<file path="src/rtl/lcd_pkg.sv">
// Shared types and constants for the LCD write sequencer.
package lcd_pkg;

   // Write-cycle phases of the sequencer FSM.
   typedef enum logic [2:0] {
      S_IDLE  = 3'd0,
      S_SETUP = 3'd1,
      S_PULSE = 3'd2,
      S_HOLD  = 3'd3,
      S_EXEC  = 3'd4
   } lcd_state_e;

   // Bit positions inside the CPU's 32-bit LCD register.
   localparam int LCD_ON_BIT = 31;
   localparam int LCD_EN_BIT = 10;
   localparam int LCD_RS_BIT = 9;
   localparam int LCD_RW_BIT = 8;

   // Commands that need the long execution wait.
   localparam logic [7:0] LCD_CMD_CLEAR = 8'h01;
   localparam logic [7:0] LCD_CMD_HOME  = 8'h02;
   localparam logic [7:0] LCD_CMD_HOME2 = 8'h03;

   // One queued write: register select plus data byte.
   typedef struct packed {
      logic       rs;
      logic [7:0] data;
   } lcd_entry_t;

   // True when the entry is a clear/home command (RS=0, DATA 0x01..0x03).
   function automatic logic is_long_cmd(input lcd_entry_t e);
      return (e.rs == 1'b0) &&
             ((e.data == LCD_CMD_CLEAR) || (e.data == LCD_CMD_HOME) ||
              (e.data == LCD_CMD_HOME2));
   endfunction

endpackage

</file>
<file path="src/rtl/sync_fifo.sv">
// Single-clock first-word-fall-through FIFO with occupancy count.
module sync_fifo #(
   parameter int WIDTH = 9,
   parameter int DEPTH = 4
) (
   input  logic                     clk_i,
   input  logic                     rst_ni,
   input  logic                     push_i,
   input  logic                     pop_i,
   input  logic [WIDTH-1:0]         wdata_i,
   output logic [WIDTH-1:0]         rdata_o,
   output logic                     full_o,
   output logic                     empty_o,
   output logic [$clog2(DEPTH):0]   level_o
);

   localparam int AW = $clog2(DEPTH);

   logic [WIDTH-1:0] mem_q [DEPTH];
   logic [AW-1:0]    wr_ptr_q;
   logic [AW-1:0]    rd_ptr_q;
   logic [AW:0]      level_q;
   logic [AW:0]      level_d;
   logic             do_push_s;
   logic             do_pop_s;
   logic             full_s;
   logic             empty_s;

   assign full_s    = (level_q == (AW+1)'(DEPTH));
   assign empty_s   = (level_q == {(AW+1){1'b0}});
   assign do_pop_s  = pop_i & ~empty_s;
   // A push into a full FIFO is only accepted when a pop frees a slot on the same edge.
   assign do_push_s = push_i & (~full_s | do_pop_s);

   // Next occupancy from the accepted push/pop pair.
   always_comb begin
      level_d = level_q;
      case ({do_push_s, do_pop_s})
         2'b10:   level_d = level_q + (AW+1)'(1);
         2'b01:   level_d = level_q - (AW+1)'(1);
         default: level_d = level_q;
      endcase
   end

   // Pointer and occupancy registers.
   always_ff @(posedge clk_i or negedge rst_ni) begin
      if (!rst_ni) begin
         wr_ptr_q <= {AW{1'b0}};
         rd_ptr_q <= {AW{1'b0}};
         level_q  <= {(AW+1){1'b0}};
      end else begin
         if (do_push_s) begin
            wr_ptr_q <= wr_ptr_q + AW'(1);
         end
         if (do_pop_s) begin
            rd_ptr_q <= rd_ptr_q + AW'(1);
         end
         level_q <= level_d;
      end
   end

   // Storage array; cleared on reset so no stale entry is ever visible.
   always_ff @(posedge clk_i or negedge rst_ni) begin
      if (!rst_ni) begin
         for (int i = 0; i < DEPTH; i++) begin
            mem_q[i] <= {WIDTH{1'b0}};
         end
      end else if (do_push_s) begin
         mem_q[wr_ptr_q] <= wdata_i;
      end
   end

   assign rdata_o = mem_q[rd_ptr_q];
   assign full_o  = full_s;
   assign empty_o = empty_s;
   assign level_o = level_q;

endmodule

</file>
<file path="src/rtl/lcd_write_sequencer.sv">
// Turns CPU LCD-register writes into timed HD44780 write cycles via a request FIFO.
module lcd_write_sequencer
   import lcd_pkg::*;
#(
   parameter int FIFO_DEPTH  = 4,
   parameter int T_SETUP_CYC = 4,
   parameter int T_EN_CYC    = 25,
   parameter int T_HOLD_CYC  = 2,
   parameter int T_EXEC_CYC  = 2500,
   parameter int T_CLEAR_CYC = 82000
) (
   input  logic                          i_clk,
   input  logic                          i_reset,
   input  logic [31:0]                   i_lcd_reg,
   output logic                          o_lcd_on,
   output logic                          o_lcd_en,
   output logic                          o_lcd_rs,
   output logic                          o_lcd_rw,
   output logic [7:0]                    o_lcd_data,
   output logic                          o_busy,
   output logic                          o_drop,
   output logic [$clog2(FIFO_DEPTH):0]   o_fifo_level
);

   localparam int T_MAX_A = (T_SETUP_CYC > T_EN_CYC)   ? T_SETUP_CYC : T_EN_CYC;
   localparam int T_MAX_B = (T_HOLD_CYC  > T_EXEC_CYC) ? T_HOLD_CYC  : T_EXEC_CYC;
   localparam int T_MAX_C = (T_MAX_A > T_MAX_B)         ? T_MAX_A     : T_MAX_B;
   localparam int T_MAX   = (T_MAX_C > T_CLEAR_CYC)     ? T_MAX_C     : T_CLEAR_CYC;
   localparam int CNT_W   = $clog2(T_MAX) + 1;
   localparam int ENTRY_W = $bits(lcd_entry_t);
   localparam int LVL_W   = $clog2(FIFO_DEPTH) + 1;

   // Captured register fields.
   logic             on_q;
   logic             en_in_q;
   logic             rs_in_q;
   logic [7:0]       data_in_q;
   logic             seeded_q;
   logic             en_prev_q;

   // FSM and output registers.
   lcd_state_e       state_q, state_d;
   logic [CNT_W-1:0] cnt_q, cnt_d;
   logic             en_q, en_d;
   lcd_entry_t       out_q, out_d;
   logic             drop_q, drop_d;

   // FIFO interface.
   logic               push_s;
   logic               pop_s;
   logic [ENTRY_W-1:0] push_entry_s;
   logic [ENTRY_W-1:0] fifo_rdata_s;
   logic               fifo_full_s;
   logic               fifo_empty_s;
   logic [LVL_W-1:0]   fifo_level_s;

   // RW and the spare register bits carry nothing for a write-only interface.
   logic unused_s;
   assign unused_s = ^{i_lcd_reg[30:11], i_lcd_reg[LCD_RW_BIT]};

   // Register the CPU LCD register every cycle; the first sample after reset seeds
   // the EN history so a level already high out of reset is not taken as a request.
   always_ff @(posedge i_clk or negedge i_reset) begin
      if (!i_reset) begin
         on_q      <= 1'b0;
         en_in_q   <= 1'b0;
         rs_in_q   <= 1'b0;
         data_in_q <= 8'h00;
         seeded_q  <= 1'b0;
         en_prev_q <= 1'b0;
      end else begin
         on_q      <= i_lcd_reg[LCD_ON_BIT];
         en_in_q   <= i_lcd_reg[LCD_EN_BIT];
         rs_in_q   <= i_lcd_reg[LCD_RS_BIT];
         data_in_q <= i_lcd_reg[7:0];
         seeded_q  <= 1'b1;
         en_prev_q <= seeded_q ? en_in_q : i_lcd_reg[LCD_EN_BIT];
      end
   end

   // A request is a rising edge of the registered EN bit.
   assign push_s       = en_in_q & ~en_prev_q;
   assign push_entry_s = {rs_in_q, data_in_q};

   sync_fifo #(
      .WIDTH (ENTRY_W),
      .DEPTH (FIFO_DEPTH)
   ) u_fifo (
      .clk_i   (i_clk),
      .rst_ni  (i_reset),
      .push_i  (push_s),
      .pop_i   (pop_s),
      .wdata_i (push_entry_s),
      .rdata_o (fifo_rdata_s),
      .full_o  (fifo_full_s),
      .empty_o (fifo_empty_s),
      .level_o (fifo_level_s)
   );

   // A request is lost only when the FIFO is full and nothing leaves it this cycle.
   assign drop_d = push_s & fifo_full_s & ~pop_s;

   // Write-cycle FSM: one down-counter reloaded on every state entry, firing at 1.
   always_comb begin
      state_d = state_q;
      cnt_d   = cnt_q;
      en_d    = en_q;
      out_d   = out_q;
      pop_s   = 1'b0;
      case (state_q)
         S_IDLE: begin
            en_d = 1'b0;
            if (!fifo_empty_s) begin
               pop_s   = 1'b1;
               out_d   = lcd_entry_t'(fifo_rdata_s);
               state_d = S_SETUP;
               cnt_d   = CNT_W'(T_SETUP_CYC);
            end else begin
               state_d = S_IDLE;
            end
         end
         S_SETUP: begin
            if (cnt_q <= CNT_W'(1)) begin
               state_d = S_PULSE;
               en_d    = 1'b1;
               cnt_d   = CNT_W'(T_EN_CYC);
            end else begin
               cnt_d = cnt_q - CNT_W'(1);
            end
         end
         S_PULSE: begin
            if (cnt_q <= CNT_W'(1)) begin
               state_d = S_HOLD;
               en_d    = 1'b0;
               cnt_d   = CNT_W'(T_HOLD_CYC);
            end else begin
               cnt_d = cnt_q - CNT_W'(1);
            end
         end
         S_HOLD: begin
            if (cnt_q <= CNT_W'(1)) begin
               state_d = S_EXEC;
               cnt_d   = is_long_cmd(out_q) ? CNT_W'(T_CLEAR_CYC) : CNT_W'(T_EXEC_CYC);
            end else begin
               cnt_d = cnt_q - CNT_W'(1);
            end
         end
         S_EXEC: begin
            if (cnt_q <= CNT_W'(1)) begin
               state_d = S_IDLE;
            end else begin
               cnt_d = cnt_q - CNT_W'(1);
            end
         end
         default: begin
            state_d = S_IDLE;
            en_d    = 1'b0;
            cnt_d   = {CNT_W{1'b0}};
         end
      endcase
   end

   // FSM state, counter and pin registers.
   always_ff @(posedge i_clk or negedge i_reset) begin
      if (!i_reset) begin
         state_q <= S_IDLE;
         cnt_q   <= {CNT_W{1'b0}};
         en_q    <= 1'b0;
         out_q   <= '{rs: 1'b0, data: 8'h00};
         drop_q  <= 1'b0;
      end else begin
         state_q <= state_d;
         cnt_q   <= cnt_d;
         en_q    <= en_d;
         out_q   <= out_d;
         drop_q  <= drop_d;
      end
   end

   assign o_lcd_on     = on_q;
   assign o_lcd_en     = en_q;
   assign o_lcd_rs     = out_q.rs;
   assign o_lcd_data   = out_q.data;
   assign o_lcd_rw     = 1'b0;
   assign o_busy       = (state_q != S_IDLE) | ~fifo_empty_s;
   assign o_drop       = drop_q;
   assign o_fifo_level = fifo_level_s;

endmodule
</file>
<file path="config.mk">
export PLATFORM = sky130hd
export DESIGN_NAME = lcd_write_sequencer
export DESIGN_NICKNAME = d
export VERILOG_FILES = /design/src/rtl/lcd_pkg.sv /design/src/rtl/sync_fifo.sv /design/src/rtl/lcd_write_sequencer.sv
export SDC_FILE = /design/constraint.sdc
export NUM_CORES = 1
export LEC_CHECK = 0
export ABC_AREA = 1
export CORE_UTILIZATION = 45
export DETAILED_ROUTE_END_ITERATION = 16
export PLACE_DENSITY = 0.66
export SLEW_MARGIN = 20
export SYNTH_ARGS = -nofsm -noshare
export SYNTH_HDL_FRONTEND = slang
export SYNTH_HIERARCHICAL = 1
export SYNTH_SLANG_ARGS = --single-unit
</file>
<file path="constraint.sdc">
create_clock -name i_clk -period 2.7 [get_ports i_clk]
set_input_delay 0.405 -clock i_clk [delete_from_list [all_inputs] [get_ports i_clk]]
set_output_delay 0.405 -clock i_clk [all_outputs]
set_load 0.02 [all_outputs]
</file>
==> metrics.md, run 1 <==
| Metric | Value |
|---|---|
| Clock share of power | `0.151` |
| Total net switching power | `0.00284 W` |
| # Post-CTS Setup Buffers | `0` |
| Area occupied by multi-input gates | `2180 sq um` |
| Combinational power share | `0.498` |
| Status | `complete, no violations` |
| Die area | `10800 sq um` |
| Final worst path period share | `0.878` |
| Post-CTS Hold Buffers | `0` |
| I/O Buffers | `28` |
| Setup TNS | `0 ns` |
| PwrDens | `1170 nW/um^2` |
| Net Count, Synth | `630` |
| Row Count | `36` |
| I/O pin total | `51` |
| Critical path peak fanout | `4` |
| Sw Ratio | `0.462` |
| Slew Viols, Final | `0` |
| Area Growth Syn to Fin | `12.4%` |
| Leak Pwr | `2.64 nW` |
| Vias in the first global route | `3758` |
| DRT Wirelength | `10900 um` |
| Initial antenna violation count | `0` |
| Worst Tran Pin Value | `0.603 ns` |
| Flip-flop and latch count after synthesis | `88` |
| Overflow after GRT | `0` |
| Initial Utilization | `0.471` |
| Avg Inst Size Synth | `7.94 sq um` |
| Count of cell types in the netlist | `35` |
| Commonest cells after routing, fill and taps aside | `205 x nand2_1, 88 x dfrtp_1, 64 x nor2_1` |
| Layout cells sized above 1 | `0.0828` |
| Fmax | `422 MHz` |
| Vias | `3895` |
| Worst ir drop on vdd | `583 uV` |
| Reg area | `2200 sq um` |
| Crit Path Category | `flop to output port` |
| Most common cell after layout, fill and taps aside | `nand2_1` |
| Antenna-violating nets left | `0` |
| Detailed placer's ending HPWL | `7360 um` |
| Clock sink count | `88` |
| DIE HEIGHT | `104 um` |
| Root buf cell | `clkbuf_8` |
| Fin nets | `653` |
| Worst rel slew slack | `0.598` |
| First-pass GRT wire length | `18300 um` |
| Mapped Area | `4670 sq um` |
| Critical path endpoint category | `output port` |
| Largest net degree at the start of global routing | `46` |
| Total power | `0.00616 W` |
| Fin. Hold Viols | `0` |
| Sequential share of power | `0.351` |
| Fillers | `957` |
| # diodes | `0` |
| DR pass1 iterations | `7` |
| Ys Warns | `6` |
| CP arrival | `1.97 ns` |
| Pint | `0.00332 W` |
| CTS clock-pin slew for the worst setup and hold paths | `0.09 ns` |
| Die W | `104 um` |
| Core area | `9910 sq um` |
| Routed wire per std cell | `14.5 um` |
| Worst path required time | `2.30 ns` |
| Final setup viols | `0` |
| Worst min path class | `input pin to asynchronous set/reset pin` |
| Remaining DRCs | `0` |
| Min cycle time layout | `2.37 ns` |
| Post-CTS sizing | `0` |
| Post-Syn Instances | `588` |
| Finished Layout Cells | `749` |
| Placer congestion estimate | `0.944` |
| Skew final | `0.00988 ns` |
| Initial drt markers | `193` |
| Unrepaired setup endpoints after global routing | `no` |
| Maximum buffer depth of the clock tree | `2` |
| Register area share after synthesis | `0.472` |
| Gr usage total | `0.213` |
| Dpl cells | `733` |
| Max Cap Viol | `0` |
| Startpoint Class | `flop` |
| Via density | `5.20` |
| CTS H-tree depth | `3` |
| CTS buffer count | `9` |
| Clk_lat worst skew | `0.36 ns` |
| CTS tree | `done` |
-- synthesized netlist by cell type (all sizes together) --
cell type | number | area, sq um
o22ai | 10 | 62.6
nand3 | 31 | 218
conb | 2 | 7.51
a21oi | 2 | 10.0
fa | 1 | 20.0
clkinv | 1 | 3.75
nand4 | 41 | 257
buf | 18 | 108
clkbuf | 3 | 11.3
nand2 | 211 | 831
o211ai | 1 | 12.5
ha | 7 | 87.6
xor2 | 12 | 105
and2 | 1 | 6.26
nand3b | 2 | 15.0
nor2 | 73 | 309
o21ai | 32 | 175
dfrtp | 88 | 2200
xnor2 | 4 | 35.0
nor3 | 5 | 25.0
inv | 43 | 166
-- worst max-delay path, cell delays in order (launching register included) --
cell	delay [ns]
dfrtp_1	0.42
nor2_1	0.14
inv_1	0.09
nor2_1	0.16
nand2_1	0.20
clkdlybuf4s50_1	0.59
-- layout make-up --
cell class | instances | share of cell area
Tap cell | 133 | 0.0317
Inverter | 44 | 0.0325
Clock inverter | 4 | 0.0103
Sequential cell | 88 | 0.420
Timing Repair Buffer | 33 | 0.0625
Multi-Input combinational cell | 435 | 0.415
Clock buffer | 12 | 0.0277
-- path summary, 6_finish.rpt --
| path | from | depth (start not counted) | slack (ns) | to |
|---|---|---|---|---|
| worst max-delay path | state_q[0] | 5 | 0.33 | o_busy |
| worst min-delay path | i_reset | 1 | 0.04 | u_fifo/level_o[1] |
| worst max register to register | state_q[0] | 11 | 0.41 | u_fifo/mem_q[3] |
| worst min register to register | seeded_q | 1 | 0.46 | en_prev_q |
| max in group asynchronous | i_reset | 2 | 2.00 | data_in_q[3] |
| min in group i_clk | seeded_q | 1 | 0.46 | en_prev_q |
-- cell families (layout without fill, tap and decap cells) --
kind of cell,count (synthesis),after routing,share of synthesized area
adders and majority gates,8,8,0.0231
AOI/OAI and AO/OA,45,45,0.0558
xor gates and xnor gates,16,16,0.0300
and+or+nand+nor,364,364,0.356
other,2,2,0.00161
DFF,88,88,0.472
buffers and inverters,65,93,0.0619
-- registers in the layout, indices dropped and copies added, names as in the netlist --
signal           count
data_in_q            8
o_lcd_on             1
o_lcd_data           8
state_q              3
o_lcd_rs             1
u_fifo/level_o       3
en_in_q              1
en_prev_q            1
u_fifo/mem_q        36
o_lcd_en             1
u_fifo/wr_ptr_q      2
seeded_q             1
u_fifo/rd_ptr_q      2
cnt_q               18
rs_in_q              1
o_drop               1
-- per-stage QoR --
| step | setup WS (ns) | area (sq um) | hold WS [ns] | util |
|---|---|---|---|---|
| after floorplan | 0.253 | 4670 | 0.109 | - |
| after global placement | 0.481 | 5040 | 0.432 | 0.509 |
| after detailed placement | 0.460 | 5040 | 0.448 | 0.509 |
| after CTS | 0.335 | 5240 | 0.0583 | 0.529 |
| after global routing | 0.203 | 5240 | 0.0718 | 0.529 |
| final | 0.328 | 5240 | 0.0424 | 0.529 |
-- layer usage --
metal / up-vias / GRT usage / routed length [um]
met3: 15 / 0.0459 / 408
met4: 0 / 0.0714 / 183
met2: 83 / 0.360 / 5420
met5: - / 0 / 0
li1: 1941 / - / -
met1: 1856 / 0.271 / 4880
-- power by group through the flow --
stage / logic [W] / clock network (W) / registers, W
floorplan: 0.00221 / 0 / 0.00218
global placement: 0.00299 / 0 / 0.00217
detailed placement: 0.00305 / 0 / 0.00218
CTS: 0.00306 / 0.000963 / 0.00216
global route: 0.00347 / 0.00101 / 0.00222
finish: 0.00306 / 0.000931 / 0.00216
(Power assumes the default switching activity.)
==> inputs of run 2 (changes only) <==
==> constraint.sdc (replaced) <==
create_clock -name i_clk -period 2.78 [get_ports i_clk]
set_input_delay 0.417 -clock i_clk [delete_from_list [all_inputs] [get_ports i_clk]]
set_output_delay 0.417 -clock i_clk [all_outputs]
set_load 0.02 [all_outputs]
==> run 2 against run 1 <==
Worst setup slack improved by 0.11 ns. Highest routed layer unchanged. Via count rose by 1.7%. Sequential power fell by 3%. Design area fell by 0.45%. Total power fell by 4.2%. Largest cell class unchanged. Critical path type unchanged.
==> metrics.md, run 2 (same netlist as run 1, synthesis figures left out) <==
| Metric | Value |
|---|---|
| # Post-CTS Setup Buffers | `0 (unchanged)` |
| Via density | `5.29 (+1.7%)` |
| DIE HEIGHT | `104 um (unchanged)` |
| Most flops, register | `u_fifo/mem_q` |
| Fin nets | `653 (unchanged)` |
| CTS H-tree depth | `3 (unchanged)` |
| Fin. Hold Viols | `0 (unchanged)` |
| First-pass GRT wire length | `19000 um (+4.3%)` |
| Worst ir drop on vdd | `401 uV (-31%)` |
| Commonest cells after routing, fill and taps aside | `205 x nand2_1, 88 x dfrtp_1, 64 x nor2_1` |
| Antenna-violating nets left | `0 (unchanged)` |
| Clock sink count | `88 (unchanged)` |
| Layout cells sized above 1 | `0.0828 (unchanged)` |
| Row Count | `36 (unchanged)` |
| Max Cap Viol | `0 (unchanged)` |
| Worst Tran Pin Value | `0.611 ns (+0.00855 ns)` |
| Placer congestion estimate | `0.948 (+0.41%)` |
| Startpoint Class | `flop` |
| Most common cell after layout, fill and taps aside | `nand2_1` |
| DRT Wirelength | `11000 um (+1.2%)` |
| Worst rel slew slack | `0.592 (-0.00570)` |
| Top flop regs | `u_fifo/mem_q x36, cnt_q x18` |
| Slew Viols, Final | `0 (unchanged)` |
| Remaining DRCs | `0 (unchanged)` |
| Worst path required time | `2.36 ns (+0.06 ns)` |
| Reg-to-reg setup timing slack | `0.49 ns (+0.08 ns)` |
| Placement Setup Slack | `0.522 ns (+0.0611 ns)` |
| Critical path peak fanout | `5 (+1)` |
| Die W | `104 um (unchanged)` |
| Worst setup margin | `0.434 ns (+0.106 ns)` |
| Root buf cell | `clkbuf_8` |
| Critical path endpoint category | `output port` |
| Worst min path class | `input pin to asynchronous set/reset pin` |
| Final setup viols | `0 (unchanged)` |
| Fillers | `945 (-1.3%)` |
| Leak Pwr | `2.63 nW (-0.24%)` |
| I/O pin total | `51 (unchanged)` |
| Gr usage total | `0.220 (+0.00684)` |
| Detailed placer's ending HPWL | `7440 um (+1.1%)` |
| Initial antenna violation count | `0 (unchanged)` |
| Fmax | `426 MHz` |
| Initial Utilization | `0.471 (unchanged)` |
| Die area | `10800 sq um (unchanged)` |
| CTS clock-pin slew for the worst setup and hold paths | `0.09 ns (about the same)` |
| CTS buffer count | `9 (unchanged)` |
| Max FFs per register | `36 (unchanged)` |
| Post-CTS sizing | `0 (unchanged)` |
| Min cycle time layout | `2.35 ns` |
| Setup TNS | `0 ns (unchanged)` |
| Maximum buffer depth of the clock tree | `2 (unchanged)` |
| Overflow after GRT | `0 (unchanged)` |
| I/O Buffers | `28 (unchanged)` |
| Post-CTS Hold Buffers | `0 (unchanged)` |
| CP arrival | `1.93 ns (-0.04 ns)` |
| Vias in the first global route | `3962 (+5.4%)` |
| Vias | `3962 (+1.7%)` |
| Routed wire per std cell | `14.7 um (+1.2%)` |
| PwrDens | `1130 nW/um^2 (-3.8%)` |
| # diodes | `0 (unchanged)` |
| Area Growth Syn to Fin | `11.8%` |
| FF-to-FF path depth | `11 (unchanged)` |
| Status | `complete, no violations` |
| Crit Path Category | `flop to output port` |
| CTS tree | `done` |
| Unrepaired setup endpoints after global routing | `no` |
| Core area | `9910 sq um (unchanged)` |
| Final worst path period share | `0.844` |
| Largest net degree at the start of global routing | `46 (unchanged)` |
| Clk_lat worst skew | `0.36 ns (about the same)` |
| Initial drt markers | `185 (-4.1%)` |
| DR pass1 iterations | `5 (-2)` |
| Skew final | `0.00858 ns (-0.00129 ns)` |
==> run 2: area by class of cell <==
type	instances	area [sq um]	share of cell area
Clock buffer	12	145	0.0278
Clock inverter	4	30.0	0.00575
Inverter	44	170	0.0326
Multi-Input combinational cell	435	2180	0.417
Sequential cell	88	2200	0.422
Tap cell	133	166	0.0319
Timing Repair Buffer	33	328	0.0628
==> run 2: layer usage <==
metal  up-vias  wire, um  global-route usage
li1       1940         -                   -
met5         -         0                   0
met1      1900      4860               0.273
met4         0       201              0.0837
met3        16       482              0.0403
met2       106      5490               0.380
==> run 2: per-stage QoR <==
step / power (W) / hold slack [ns] / cell area [sq um] / util / cells
after global routing: 0.00644 / 0.0942 / 5220 / 0.527 / 749
after detailed placement: 0.00509 / 0.447 / 5040 / 0.509 / 733
after floorplan: 0.00426 / 0.121 / 4670 / - / 588
after global placement: 0.00501 / 0.432 / 5040 / 0.509 / 733
after CTS: 0.00592 / 0.0788 / 5220 / 0.527 / 749
final: 0.00590 / 0.0601 / 5220 / 0.527 / 749
==> run 2: path summary, 6_finish.rpt <==
path                                    from                 to
setup / recovery           u_fifo/level_o[1]             o_busy
hold / removal                       i_reset  u_fifo/level_o[1]
setup reg to reg                  state_q[1]   u_fifo/mem_q[23]
hold reg to reg                     seeded_q          en_prev_q
max in group asynchronous            i_reset   u_fifo/mem_q[30]
min in group i_clk                  seeded_q          en_prev_q
==> run 2: power breakdown <==
group | switching (W) | internal (W) | leakage (nW) | total, W
registers | 0.000369 | 0.00173 | 1.11 | 0.00210
clock network | 0.000465 | 0.000352 | 0.0866 | 0.000817
logic | 0.00194 | 0.00104 | 1.44 | 0.00298
==> run 2: critical path, cell delays in order, from the launching register on <==
cell and delay [ns]:
dfrtp_1 0.48, nor2_4 0.08, nand2_1 0.09, inv_1 0.06
nand2_1 0.21, clkdlybuf4s50_1 0.66
